--- config.mk ---
export PLATFORM = sky130hd
export DESIGN_NAME = dividend_rebuild
export DESIGN_NICKNAME = d
export VERILOG_FILES = /design/src/rtl/dividend_rebuild.sv
export SDC_FILE = /design/constraint.sdc
export NUM_CORES = 1
export LEC_CHECK = 0
export CAP_MARGIN = 10
export CORE_MARGIN = 5
export CORE_UTILIZATION = 40
export DETAILED_ROUTE_END_ITERATION = 7
export PLACE_DENSITY_LB_ADDON = 0.12
export SYNTH_ARGS = -nofsm -noshare
export SYNTH_HDL_FRONTEND = slang
export SYNTH_SLANG_ARGS = --single-unit
--- constraint.sdc ---
create_clock -name Clock -period 2.7 [get_ports Clock]
set_input_delay 0.54 -clock Clock [delete_from_list [all_inputs] [get_ports Clock]]
set_output_delay 0.54 -clock Clock [all_outputs]
set_load 0.03 [all_outputs]
--- src/rtl/dividend_rebuild.sv ---
// Rebuilds a dividend as Quotient*Divisor + Remainder with a shift-add engine.
// Optional macro DIVIDEND_REBUILD_EARLY_EXIT_EN stops RUN once the multiplier empties.
module dividend_rebuild #(
    parameter int WIDTH = 8
) (
    input  logic               Clock,
    input  logic               Reset,
    input  logic               Start,
    input  logic [WIDTH-1:0]   Quotient,
    input  logic [WIDTH-1:0]   Divisor,
    input  logic [WIDTH-1:0]   Remainder,
    output logic               Busy,
    output logic               Done,
    output logic               Error,
    output logic [2*WIDTH-1:0] Dalja
);

    localparam int CW = $clog2(WIDTH + 1);

    typedef enum logic [1:0] {
        S_IDLE,
        S_LOAD,
        S_RUN,
        S_DONE
    } state_t;

    state_t             state_q, state_d;
    logic [2*WIDTH-1:0] acc_q, acc_d;
    logic [2*WIDTH-1:0] mcand_q, mcand_d;
    logic [WIDTH-1:0]   mplr_q, mplr_d;
    logic [CW-1:0]      cnt_q, cnt_d;
    logic               err_q, err_d;
    logic [2*WIDTH-1:0] dalja_q, dalja_d;
    logic               last;

    // Final iteration detect: fixed count, or multiplier exhausted
`ifdef DIVIDEND_REBUILD_EARLY_EXIT_EN
    assign last = ((mplr_q >> 1) == '0) || (cnt_q == CW'(1));
`else
    assign last = (cnt_q == CW'(1));
`endif

    // State register with synchronous reset
    always_ff @(posedge Clock) begin
        if (Reset) begin
            state_q <= S_IDLE;
        end else begin
            state_q <= state_d;
        end
    end

    // Next-state logic
    always_comb begin
        state_d = state_q;
        unique case (state_q)
            S_IDLE: if (Start) state_d = S_LOAD;
            S_LOAD: state_d = err_q ? S_DONE : S_RUN;
            S_RUN:  if (last) state_d = S_DONE;
            S_DONE: state_d = S_IDLE;
            default: state_d = S_IDLE;
        endcase
    end

    // Output decode from state
    always_comb begin
        Busy = (state_q == S_LOAD) || (state_q == S_RUN);
        Done = (state_q == S_DONE);
    end

    assign Error = err_q;
    assign Dalja = dalja_q;

    // Datapath next values: operand capture, shift-add step, result latch
    always_comb begin
        acc_d   = acc_q;
        mcand_d = mcand_q;
        mplr_d  = mplr_q;
        cnt_d   = cnt_q;
        err_d   = err_q;
        dalja_d = dalja_q;
        unique case (state_q)
            S_IDLE: begin
                if (Start) begin
                    acc_d   = {{WIDTH{1'b0}}, Remainder};
                    mcand_d = {{WIDTH{1'b0}}, Divisor};
                    mplr_d  = Quotient;
                    cnt_d   = CW'(WIDTH);
                    err_d   = (Divisor == '0) || (Remainder >= Divisor);
                end
            end
            S_LOAD: begin
                if (err_q) begin
                    dalja_d = '0;
                end
            end
            S_RUN: begin
                acc_d   = acc_q + (mplr_q[0] ? mcand_q : '0);
                mcand_d = mcand_q << 1;
                mplr_d  = mplr_q >> 1;
                cnt_d   = cnt_q - CW'(1);
                if (last) begin
                    dalja_d = acc_d;
                end
            end
            default: ;
        endcase
    end

    // Datapath registers with synchronous reset
    always_ff @(posedge Clock) begin
        if (Reset) begin
            acc_q   <= '0;
            mcand_q <= '0;
            mplr_q  <= '0;
            cnt_q   <= '0;
            err_q   <= 1'b0;
            dalja_q <= '0;
        end else begin
            acc_q   <= acc_d;
            mcand_q <= mcand_d;
            mplr_q  <= mplr_d;
            cnt_q   <= cnt_d;
            err_q   <= err_d;
            dalja_q <= dalja_d;
        end
    end

endmodule
After elaboration in Yosys (flattened, before gate mapping)
Cells that the tools add are included.

$add $sub $neg: 2. Order comparisons: 1. Equality and inequality tests: 7. Multiplexer cells: 16. Reduce and logical (&&, ||, !) cells: 10.

Operators with widths (number): 16-bit case mux with 2 select lines (3); 16-bit two-way mux (5); 16-bit adder (1); 8-bit case mux with 2 select lines (1); 8-bit >= comparator (1); 8-bit zero test (1); 8-bit two-way mux (1); 2-bit case mux with 4 select lines (1); 4-bit case mux with 2 select lines (1); 2-bit != test, second input constant (3); 2-bit AND reduction (3); 2-bit equality test, second input constant (2); 4-bit by 1-bit equality test with 1-bit output, second input constant (1); 2-bit two-way mux (2); 4-bit two-way mux (1); 2-bit nonzero test (2); 4-bit by 1-bit subtractor with 4-bit output, second input constant (1); 3-bit AND reduction (1); 2-bit by 1-bit equality test with 1-bit output, second input constant (1); 2-bit zero test (1); 1-bit logical OR (2); 1-bit two-way mux (1).

Bits in registers: 63. Bits of input ports: 27. Output and inout port bits: 19. Logic and storage cells: 43.

Logic depth before layout (Yosys ltp)
Depth after elaboration: 4. Gate-level depth with buffers: 10. Mapped depth without buffers: 9.

Worst setup path before layout
No wires, ideal clock.

Kind: reg2reg. Start: register mplr_q[0]. End: register acc_q[14]. Library setup time: 0.079 ns. Arrival time: 2.255 ns. Data required time: 2.621 ns. Slack: 0.366 ns. Cell stages (with the launch flop): 10. Path buffers: 0. Clock period less this slack: 2.334 ns. Cell sequence: dfxtp_1 -> and2_1 -> ha_1 -> fa_1 -> a211oi_2 -> o21a_1 -> o31a_4 -> o21ai_4 -> or3_2 -> o211ai_1.

Word-level cells in the longest chain between the ends: 3.

Ends and longest elaborated chain: from (decl) (line 30) `logic [WIDTH-1:0] mplr_q, mplr_d;`; from (signal assigned) (line 121) `mplr_q <= mplr_d;`; 16-bit two-way mux (line 97) `acc_d = acc_q + (mplr_q[0] ? mcand_q : '0);`; 16-bit adder (line 97); 16-bit case mux with 2 select lines (line 81) `unique case (state_q)`; to (signal assigned) (line 112) `acc_q <= '0;`; to (signal assigned) (line 119) `acc_q <= acc_d;`; to (decl) (line 28) `logic [2*WIDTH-1:0] acc_q, acc_d;`.

Every way passes these cells. A chain may end at the register's enable or synchronous reset.

Final worst setup path
Start: register mcand_q[0]. End: register acc_q[14].

Word-level cells in the longest chain between the ends: 3.

Ends and longest elaborated chain: from (decl) (line 29) `logic [2*WIDTH-1:0] mcand_q, mcand_d;`; from (signal assigned) (line 120) `mcand_q <= mcand_d;`; 16-bit two-way mux (line 97); 16-bit adder (line 97); 16-bit case mux with 2 select lines (line 81).

Every way passes these cells.

==> reports/summary.md <==
The run finished with clean final reports. In the final routing, the length of wire on met1 measures 4280 um. Setup repair after global routing left no endpoint under its margin. The area of the placeable core is 0.00911 mm^2, and the global-route wire length before repair is 15600 um. The number of clock buffers added by TritonCTS is 9. The tools report the via count of the first global-routing pass as 3276. Startpoint of the lowest-slack hold path: Dalja[3]. The relative slew slack was 0.593; the number of hold-slack violations in the final timing report was 0. TritonCTS built the clock tree.

The run gives 4 as the number of detailed-routing iterations run before antenna repair. The count of H-tree levels built during CTS came out at 3. The total number of clock tree sinks is 63.

The sum of internal, switching and leakage power was 3570 uW. Summing all multi-input logic gate instances after layout gives 0.00227 mm^2. 46 I/O pins were placed.

The run gives 0.171 as the overall global routing resource usage. From synthesis to final layout, the design area changed by 21.8%. Static leakage power: 0.00169 uW.

After global routing the overflow that remains totals 0. The startpoint of the worst register-to-register path was mcand_q[0]. The number of antenna-violating nets in the routed design was 0; the area share of the leading cell type in the synthesized netlist was 0.342. The worst-case clock skew was 0.0103 ns; the maximum operating frequency was 400 MHz. In this run the horizontal extent of the chip is 106 um.

Buffers placed on the I/O ports in this run total 45. The logs give 0 for the number of hold-repair buffers added at the cts stage and 0.20 ns for the setup slack on the worst flop-to-flop path. Across the whole layout, storage elements account for 0.00126 mm^2. On the final layout, the worst hold slack is 0.455 ns. The clock latency on the worst-skew pair is 0.34 ns, and the count of flip-flops with a built-in enable after synthesis is 0. The capture instance of the worst register-to-register path was acc_q[14]. The run gives 2.77 ns as the arrival time reported for the critical path endpoint. Counting instances in the post-synthesis netlist gives the leading cell types as sky130_fd_sc_hd__dfxtp_1 (63), sky130_fd_sc_hd__a21oi_1 (47), sky130_fd_sc_hd__nand2_1 (46). During synthesis, Yosys emitted a total of 0 warnings. Layout cell share with drive strength beyond 1: 0.0744. Setup total negative slack on the finished layout was measured at 0 ns. The clock transition time at the flip-flop clock pins of the worst setup and hold paths is 0.07 ns.

Final routed wire length divided by cell count: 15.6 um. The period utilization is 0.925. The number of distinct library cells after synthesis came out at 50. Among all cell types in the netlist, the one instantiated most often is sky130_fd_sc_hd__dfxtp_1.

The number of antenna diodes in the final layout is 0. The tools report the sequential-to-total area share from yosys stat as 0.342. The largest total area in the synthesized netlist belongs to sky130_fd_sc_hd__dfxtp_1.

Class of the tightest hold or removal check: reg2reg. The clock passes through at most 2 buffers. The average instance in the mapped netlist occupies 8.13 um^2.

Dividing total power by cell area gives a power density of 795 mW/mm^2. Synthesis produced 453 cells. STA classifies the critical path startpoint as a flip-flop. Entering global routing, the biggest net connects 45 pins.

The placement row count was 35; the setup-violating endpoint count in the final report was 0. Across the VDD grid, the largest voltage drop is 0.844 mV. The tools report the total standard cell area after synthesis as 0.00368 mm^2. Measured along the y axis, the die boundary spans 106 um.

The hold path endpoint is Dalja[3]. The maximum fanout along the worst path was 5; the met2 wire length was 4780 um. The final weighted congestion of routability-driven global placement was 0.825; the required time of the worst setup path was 2.97 ns.

The cell count of the worst hold path is 2. The die covers 0.0112 mm^2. In this run, the number of DRC markers left after iteration 0 of detailed routing was 103. Endpoint type of the worst setup path: a flip-flop. Dividing the detail-routed via count by the number of cells gives 5.50. The highest metal layer carrying signal wires in the routed design is met4. The routed layout has 3347 vias.

In the routed design, unresolved DRC markers number 0. The number of cells on the worst reg-to-reg path is 9. The cell at the root of the clock tree was sky130_fd_sc_hd__clkbuf_8. For this run, the post-layout net count is 550.

The tools report the total of max-cap violations as 0. The logs give 608 for the filler-free cell count of the finished design and 0 for the initial antenna violation count. After legalization and detailed placement, the total HPWL measured 7100 um. In the detailed route, the total length drawn on met3 is 267 um. Net count of the mapped netlist: 510. Fraction of registers with async set/reset: 0.

The count of pins over their slew limit is 0. The effective utilization at floorplan came out at 0.404. In this run, placement finished with an instance count of 593.

Counting the fill cells in the layout gives 940. At the pin with the least slew margin, the transition time is 0.609 ns. The category of the critical setup timing path is reg2reg. In the synthesized netlist the dominant register cell turns out to be sky130_fd_sc_hd__dfxtp_1. The time the final worst path needs with I/O delays and setup was 2.50 ns. After synthesis, the cell types taking the most area are sky130_fd_sc_hd__dfxtp_1 (34%), sky130_fd_sc_hd__ha_1 (9.9%), sky130_fd_sc_hd__a21oi_1 (6.4%), sky130_fd_sc_hd__nand2_1 (4.7%), sky130_fd_sc_hd__a211oi_1 (4.5%). Synthesis inferred 63 register bits. Wires add up to 9460 um.
state kept, by name, indices dropped and copies added (netlist names):
register	cells
mcand_q	16
Error	1
cnt_q	4
Dalja	16
state_q	2
acc_q	16
mplr_q	8
cell usage in the layout, fill, tap and decap left out, types with 11 or more instances in the layout:
cell                              netlist  layout
sky130_fd_sc_hd__nand3_1               20      20
sky130_fd_sc_hd__a21oi_1               47      47
sky130_fd_sc_hd__ha_1                  29      28
sky130_fd_sc_hd__dfxtp_1               63      63
sky130_fd_sc_hd__nor2_1                40      40
sky130_fd_sc_hd__and2_1                15      15
sky130_fd_sc_hd__mux2i_1               15      15
sky130_fd_sc_hd__nand3b_1              11      11
sky130_fd_sc_hd__clkdlybuf4s50_1        0      44
sky130_fd_sc_hd__a211oi_1              22      22
sky130_fd_sc_hd__inv_1                 16      16
sky130_fd_sc_hd__nand2_1               46      46
sky130_fd_sc_hd__o21ai_0               25      25
metrics by stage:
step / util / area [um^2] / worst slack, ns
after global placement: 0.468 / 4260 / 0.261
after floorplan: - / 3680 / 0.366
after detailed placement: 0.468 / 4260 / 0.216
after CTS: 0.491 / 4470 / 0.184
after global routing: 0.492 / 4490 / 0.00428
final: 0.492 / 4490 / 0.201
critical path, cell delays in order, from the launching register on:
cell and delay, ns:
sky130_fd_sc_hd__dfxtp_1 0.32, sky130_fd_sc_hd__and2_1 0.15, sky130_fd_sc_hd__ha_1 0.21, sky130_fd_sc_hd__fa_1 0.45, sky130_fd_sc_hd__a211oi_2 0.27, sky130_fd_sc_hd__o21a_1 0.19
sky130_fd_sc_hd__o31a_4 0.17, sky130_fd_sc_hd__o21ai_4 0.09, sky130_fd_sc_hd__or3_2 0.47, sky130_fd_sc_hd__o211ai_1 0.09
timing repair:
action,in CTS,in global routing
endpoints found under the setup margin,0,4
setup buffers,0,0
resized for setup,0,2
endpoints found under the hold margin,0,0
final cells by class:
type,count,area share
Sequential cell,63,0.281
Timing Repair Buffer,56,0.121
Tap cell,111,0.0310
Inverter,16,0.0134
Clock buffer,11,0.0315
Multi-Input combinational cell,347,0.507
Clock inverter,4,0.0156
worst max path at each step:
stage                     from         to  slack [ns]  cells past startpoint
floorplan            mplr_q[0]  acc_q[14]        0.37                      9
global placement    mcand_q[0]  Dalja[12]        0.26                      9
detailed placement   mplr_q[0]  acc_q[12]        0.22                      9
CTS                  mplr_q[0]  acc_q[12]        0.18                      9
global route         mplr_q[0]  Dalja[12]       0.004                      9
finish              mcand_q[0]  acc_q[14]        0.20                      9
cell families (layout without fill, tap and decap cells):
family                     after synthesis  after routing  synth area share
buffers and inverters                   43             87            0.0476
adders and majority gates               30             30             0.104
and+or+nand+nor                        158            158             0.210
DFF                                     63             63             0.342
muxes                                   15             15            0.0408
AOI/OAI and AO/OA                      133            133             0.230
xor gates and xnor gates                11             11            0.0262
where the power goes:
| group | internal, uW | total [uW] | switching (uW) |
|---|---|---|---|
| combinational | 551 | 1450 | 896 |
| clock | 537 | 904 | 366 |
| sequential | 1100 | 1220 | 118 |
layer usage:
layer | track usage | vias up
li1 | - | 1708
met1 | 0.210 | 1561
met2 | 0.300 | 66
met3 | 0.0370 | 12
met4 | 0.0500 | 0
met5 | 0 | -
Power figures use the tool's default switching activity.
